File: src/rtl/uart_mem_pkg.sv
// Shared types and constants for the UART-to-RAM image loader.
// Holds the receiver/loader state encodings and the bit-timing helper.
package uart_mem_pkg;

  localparam logic [7:0] DEFAULT_HEADER = 8'hA5;

  typedef enum logic [1:0] {
    RX_IDLE,
    RX_START,
    RX_DATA,
    RX_STOP
  } rx_state_t;

  typedef enum logic [1:0] {
    IDLE,
    LEN,
    DATA
  } ld_state_t;

  // Integer truncation, so the actual baud rate may sit slightly above nominal.
  function automatic int clks_per_bit(input int clk_hz, input int baud);
    return clk_hz / baud;
  endfunction

endpackage

File: src/rtl/uart_rx.sv
// 8N1 UART receiver: 2-FF synchronizer, mid-bit sampling, one-cycle
// byte_valid / byte_err pulses at the stop-bit sample.
module uart_rx
  import uart_mem_pkg::*;
#(
  parameter int CLKS_PER_BIT = 104
) (
  input  logic       clk,
  input  logic       rst,
  input  logic       rx_i,
  output logic       byte_valid,
  output logic [7:0] byte_data,
  output logic       byte_err
);

  localparam int CW = $clog2(CLKS_PER_BIT + 1);
  localparam logic [CW-1:0] HALF_CNT = CW'(CLKS_PER_BIT / 2);
  localparam logic [CW-1:0] LAST_CNT = CW'(CLKS_PER_BIT - 1);

  logic          sync1_reg, sync2_reg;
  rx_state_t     state_reg, state_next;
  logic [CW-1:0] cnt_reg, cnt_next;
  logic [2:0]    bit_reg, bit_next;
  logic [7:0]    shift_reg, shift_next;
  logic          valid_reg, valid_next;
  logic          err_reg, err_next;

  always_ff @(posedge clk) begin
    if (rst) begin
      sync1_reg <= 1'b1;
      sync2_reg <= 1'b1;
      state_reg <= RX_IDLE;
      cnt_reg   <= '0;
      bit_reg   <= '0;
      shift_reg <= '0;
      valid_reg <= 1'b0;
      err_reg   <= 1'b0;
    end else begin
      sync1_reg <= rx_i;
      sync2_reg <= sync1_reg;
      state_reg <= state_next;
      cnt_reg   <= cnt_next;
      bit_reg   <= bit_next;
      shift_reg <= shift_next;
      valid_reg <= valid_next;
      err_reg   <= err_next;
    end
  end

  always_comb begin
    state_next = state_reg;
    cnt_next   = cnt_reg;
    bit_next   = bit_reg;
    shift_next = shift_reg;
    valid_next = 1'b0;
    err_next   = 1'b0;
    case (state_reg)
      RX_IDLE: begin
        cnt_next = '0;
        if (!sync2_reg) state_next = RX_START;
      end
      RX_START: begin
        // Re-check at mid start bit; a line already high again was a glitch.
        if (cnt_reg == HALF_CNT) begin
          cnt_next   = '0;
          bit_next   = '0;
          state_next = sync2_reg ? RX_IDLE : RX_DATA;
        end else begin
          cnt_next = cnt_reg + 1'b1;
        end
      end
      RX_DATA: begin
        if (cnt_reg == LAST_CNT) begin
          cnt_next   = '0;
          shift_next = {sync2_reg, shift_reg[7:1]};
          bit_next   = bit_reg + 1'b1;
          if (bit_reg == 3'd7) state_next = RX_STOP;
        end else begin
          cnt_next = cnt_reg + 1'b1;
        end
      end
      RX_STOP: begin
        if (cnt_reg == LAST_CNT) begin
          cnt_next   = '0;
          valid_next = sync2_reg;
          err_next   = !sync2_reg;
          state_next = RX_IDLE;
        end else begin
          cnt_next = cnt_reg + 1'b1;
        end
      end
      default: state_next = RX_IDLE;
    endcase
  end

  assign byte_valid = valid_reg;
  assign byte_err   = err_reg;
  assign byte_data  = shift_reg;

endmodule

File: src/rtl/uart_mem_loader.sv
// Parses header/length/data frames from the UART and drives the block RAM
// write port, writing data bytes to addresses 0..N-1.
module uart_mem_loader
  import uart_mem_pkg::*;
#(
  parameter int         CLK_HZ = 12_000_000,
  parameter int         BAUD   = 115200,
  parameter logic [7:0] HEADER = DEFAULT_HEADER
) (
  input  logic       clk,
  input  logic       rst,
  input  logic       rx_i,
  output logic       w_en,
  output logic [7:0] w_addr,
  output logic [7:0] w_data,
  output logic       busy,
  output logic       load_done,
  output logic       frame_err
);

  localparam int CLKS_PER_BIT = clks_per_bit(CLK_HZ, BAUD);

  logic       byte_valid;
  logic [7:0] byte_data;
  logic       byte_err;

  uart_rx #(
    .CLKS_PER_BIT(CLKS_PER_BIT)
  ) u_rx (
    .clk       (clk),
    .rst       (rst),
    .rx_i      (rx_i),
    .byte_valid(byte_valid),
    .byte_data (byte_data),
    .byte_err  (byte_err)
  );

  ld_state_t  state_reg, state_next;
  logic [8:0] remaining_reg, remaining_next;
  logic [7:0] addr_reg, addr_next;
  logic       w_en_reg, w_en_next;
  logic [7:0] w_addr_reg, w_addr_next;
  logic [7:0] w_data_reg, w_data_next;
  logic       busy_reg, busy_next;
  logic       done_reg, done_next;
  logic       ferr_reg, ferr_next;

  always_ff @(posedge clk) begin
    if (rst) begin
      state_reg     <= IDLE;
      remaining_reg <= '0;
      addr_reg      <= '0;
      w_en_reg      <= 1'b0;
      w_addr_reg    <= '0;
      w_data_reg    <= '0;
      busy_reg      <= 1'b0;
      done_reg      <= 1'b0;
      ferr_reg      <= 1'b0;
    end else begin
      state_reg     <= state_next;
      remaining_reg <= remaining_next;
      addr_reg      <= addr_next;
      w_en_reg      <= w_en_next;
      w_addr_reg    <= w_addr_next;
      w_data_reg    <= w_data_next;
      busy_reg      <= busy_next;
      done_reg      <= done_next;
      ferr_reg      <= ferr_next;
    end
  end

  always_comb begin
    state_next     = state_reg;
    remaining_next = remaining_reg;
    addr_next      = addr_reg;
    w_en_next      = 1'b0;
    w_addr_next    = w_addr_reg;
    w_data_next    = w_data_reg;
    busy_next      = busy_reg;
    done_next      = 1'b0;
    ferr_next      = 1'b0;
    case (state_reg)
      IDLE: begin
        if (byte_err) begin
          ferr_next = 1'b1;
        end else if (byte_valid && byte_data == HEADER) begin
          state_next = LEN;
          busy_next  = 1'b1;
        end
      end
      LEN: begin
        if (byte_err) begin
          ferr_next  = 1'b1;
          busy_next  = 1'b0;
          state_next = IDLE;
        end else if (byte_valid) begin
          remaining_next = {1'b0, byte_data} + 9'd1;
          addr_next      = '0;
          state_next     = DATA;
        end
      end
      DATA: begin
        // remaining hits 0 on the cycle the last write is on the port, so
        // completion lands exactly one cycle after that w_en.
        if (remaining_reg == 9'd0) begin
          done_next  = 1'b1;
          busy_next  = 1'b0;
          state_next = IDLE;
        end else if (byte_err) begin
          ferr_next  = 1'b1;
          busy_next  = 1'b0;
          state_next = IDLE;
        end else if (byte_valid) begin
          w_en_next      = 1'b1;
          w_addr_next    = addr_reg;
          w_data_next    = byte_data;
          addr_next      = addr_reg + 8'd1;
          remaining_next = remaining_reg - 9'd1;
        end
      end
      default: state_next = IDLE;
    endcase
  end

  assign w_en      = w_en_reg;
  assign w_addr    = w_addr_reg;
  assign w_data    = w_data_reg;
  assign busy      = busy_reg;
  assign load_done = done_reg;
  assign frame_err = ferr_reg;

endmodule

File: config.mk
export PLATFORM = sky130hd
export DESIGN_NAME = uart_mem_loader
export DESIGN_NICKNAME = d
export VERILOG_FILES = /design/src/rtl/uart_mem_pkg.sv /design/src/rtl/uart_rx.sv /design/src/rtl/uart_mem_loader.sv
export SDC_FILE = /design/constraint.sdc
export NUM_CORES = 1
export LEC_CHECK = 0
export BUFFER_PORTS_ARGS = -buffer_cell sky130_fd_sc_hd__buf_2
export CAP_MARGIN = 20
export CORE_MARGIN = 2
export CORE_UTILIZATION = 54
export CTS_BUF_LIST = sky130_fd_sc_hd__clkbuf_16
export DETAILED_ROUTE_END_ITERATION = 10
export PLACE_DENSITY = 0.79
export SLEW_MARGIN = 25
export SYNTH_ARGS = -nofsm -noshare
export SYNTH_HDL_FRONTEND = slang
export SYNTH_SLANG_ARGS = --single-unit
File: constraint.sdc
create_clock -name clk -period 2 [get_ports clk]
set_input_delay 0.2 -clock clk [delete_from_list [all_inputs] [get_ports clk]]
set_output_delay 0.2 -clock clk [all_outputs]
set_load 0.01 [all_outputs]
==> impl_metrics.env <==
export IMPL_cts_setup_buffers=0
export IMPL_fin_area_um2=3810
export IMPL_die_width_um=80.1
export IMPL_async_flop_share_pct=0
export IMPL_required_ns=2.26
export IMPL_dpl_cell_area_um2=3440
export IMPL_drt_pass1_iter_count=7
export IMPL_syn_nets=373
export IMPL_cts_hold_buf=0
export IMPL_syn_inst=357
export IMPL_synthFlopType="dfxtp_1"
export IMPL_finalHoldViolations=0
export IMPL_htreeDepth=3
export IMPL_skew_ns=0.00730
export IMPL_synth_most_common_cell="dfxtp_1"
export IMPL_finalSetupTns_ns=0
export IMPL_drc=0
export IMPL_synthesis_area_um2=3130
export IMPL_use_met1_pct=33.0
export IMPL_syn_area_per_cell_um2=8.75
export IMPL_cts_tree="done"
export IMPL_fmax_mhz=516
export IMPL_synth_top_cell_area_share_pct=40.4
export IMPL_antenna_found_initial=0
export IMPL_final_antenna_net_count=0
export IMPL_ys_types=60
export IMPL_num_vias=2920
export IMPL_relSlewSlack_pct=60.6
export IMPL_cap_violations=0
export IMPL_seq_area_frac_synth_pct=40.4
export IMPL_tightest_slew_ns=0.584
export IMPL_cts_made_buffers=9
export IMPL_clk_pin_slew_ns=0.05
export IMPL_finalCriticalPeriod_ns=1.94
export IMPL_die_area_um2=6410
export IMPL_period_share_pct=96.9
export IMPL_power_density_nw_per_um2=829
export IMPL_cp_max_fo=4
export IMPL_port_buffers=22
export IMPL_p_int_mw=2.52
export IMPL_gp_congestion=0.890
export IMPL_pwr_share_comb_pct=3.5
export IMPL_grt_pass1_wl_um=12800
export IMPL_ys_warn_count=0
export IMPL_cts_sinks=63
export IMPL_report_final_slew_viol_count=0
export IMPL_antenna_cells=0
export IMPL_switching_share_pct=20.4
export IMPL_grt_ovfl_total=0
export IMPL_synthToLayoutAreaGrowth_pct=22.0
export IMPL_max_vdd_ir_drop_v=0.000519
export IMPL_fin_nets=407
export IMPL_critPathKind="flip-flop to flip-flop"
export IMPL_end_kind="flip-flop"
export IMPL_critPathLaunchType="flip-flop"
export IMPL_synth_largest_area_cell="dfxtp_1"
export IMPL_ctsRootBufferMaster="clkbuf_16"
export IMPL_seq_power_share_pct=40.4
export IMPL_rsz0062_at_grt="no"
export IMPL_clkLatencyLatePin_ns=0.33
export IMPL_grt_start_max_net_pins=23
export IMPL_post_route_util_pct=68.8
export IMPL_clock_path_buffers=2
export IMPL_gr_usage_all_layers_pct=25.7
export IMPL_hp_class="input pin to flip-flop"
export IMPL_power_clock_fraction_pct=56.1
export IMPL_drt_iter0_markers=265
export IMPL_via_per_inst=6.24
export IMPL_core_area_um2=5540
export IMPL_hpwl_um=5030
export IMPL_num_rows=27
export IMPL_grt_pass1_vias=2759
export IMPL_met2_usage_pct=40.6
export IMPL_setup_violations=0
export IMPL_drive_gt1_share_pct=20.7
export IMPL_io_pins=23
export IMPL_r2r_setup_slack_ns=0.06
export IMPL_ys_ff_latch=63
export IMPL_grt_busiest_layer="met2"
export IMPL_largest_reg_flops=9
export IMPL_cellLeakagePower_nw=1.50
export IMPL_start_util_pct=56.4
export IMPL_synth_top_cells_by_count="63 x dfxtp_1, 25 x nor2_1, 23 x a21oi_1"
export IMPL_wl_um=7570
export IMPL_drt_wirelength_per_cell_um=16.2
export IMPL_synth_area_leaders="dfxtp_1 40%, ha_1 5.2%, a21oi_1 3.7%"
export IMPL_cp_data_arrival_time_ns=2.20
export IMPL_synth_edf_count=0
export IMPL_die_h_um=80.1
export IMPL_outcome="finished, final reports clean"
export IMPL_grt_met3_usage_pct=7.08
export IMPL_switchingPower_uw=644
==> through the flow <==
step / cells / hold slack (ns) / total power, mW / worst slack (ns)
after detailed placement: 452 / 0.389 / 1.41 / 0.00613
after global placement: 452 / 0.382 / 1.41 / 0.0718
final: 468 / 0.0533 / 3.16 / 0.0627
after global routing: 468 / 0.0606 / 3.25 / 0.00451
after CTS: 468 / 0.0488 / 3.17 / 0.0234
after floorplan: 357 / 0.304 / 1.37 / 0.0756
==> power by group through the flow <==
stage | Sequential (mW) | Clock, mW | Combinational, mW
finish | 1.28 | 1.77 | 0.112
global route | 1.28 | 1.85 | 0.126
CTS | 1.28 | 1.79 | 0.110
detailed placement | 1.30 | 0 | 0.107
global placement | 1.30 | 0 | 0.105
floorplan | 1.30 | 0 | 0.0716
==> path summary, 6_finish.rpt <==
path                                startpoint             end  depth (start not counted)
worst max-delay path              state_reg[1]     addr_reg[7]                          6
worst min-delay path                      rx_i  u_rx.sync1_reg                          2
worst max register to register    state_reg[1]     addr_reg[7]                          6
worst min register to register  u_rx.sync1_reg  u_rx.sync2_reg                          1
==> layout make-up <==
type	instances	area, µm²
fillers	435	1730
multi-input cells	251	1720
flip-flops and latches	63	1260
repair buffers	49	338
clock buffers	9	225
clock inverters	7	111
well taps	72	90.1
inverters	17	63.8
==> placed cells by master, fill, tap and decap left out, drive strengths merged, types with 3 or more instances in the layout <==
cell type and instances:
nor3 13, a31o 7, o41ai 3, nand2 22
dfxtp 63, nor3b 4, o311ai 3, nor2 26
mux2i 10, nand4 14, inv 16, or4 7
clkinv 4, nor2b 3, nor4 4, ha 13
o21ai 20, o21a 3, xor2 3, and3 3
nand3 14, a21oi 23, buf 49, o31ai 6
a31oi 4, clkbuf 9, bufinv 3, xnor2 6
o311a 7
==> cell families after synthesis <==
logic type / Yosys count / share of synthesized area [%]
DFF: 63 / 40.4
and+or+nand+nor: 125 / 22.5
xor gates and xnor gates: 9 / 2.52
adders and majority gates: 13 / 5.20
AOI/OAI and AO/OA: 93 / 20.3
muxes: 11 / 3.56
buffers and inverters: 43 / 5.52
==> critical path, cell delays in order, from the launching register on <==
cell and delay [ns]:
dfxtp_1 0.35, inv_2 0.10, ha_2 0.19, nor2_2 0.05
or4_4 0.54, or4_4 0.50, a21oi_2 0.15
==> metal layers <==
metal	vias to the layer above	part of all wire, %
met4	0	1.4
met3	13	5.6
met2	106	48
met5	-	0
li1	1399	-
met1	1402	45
==> timing repair <==
action | 4_1_cts | 5_1_grt
pin swaps | 0 | 0
resized for setup | 3 | 8
endpoints found under the setup margin | 1 | 11
gates cloned | 0 | 0
(Power assumes the default switching activity.)
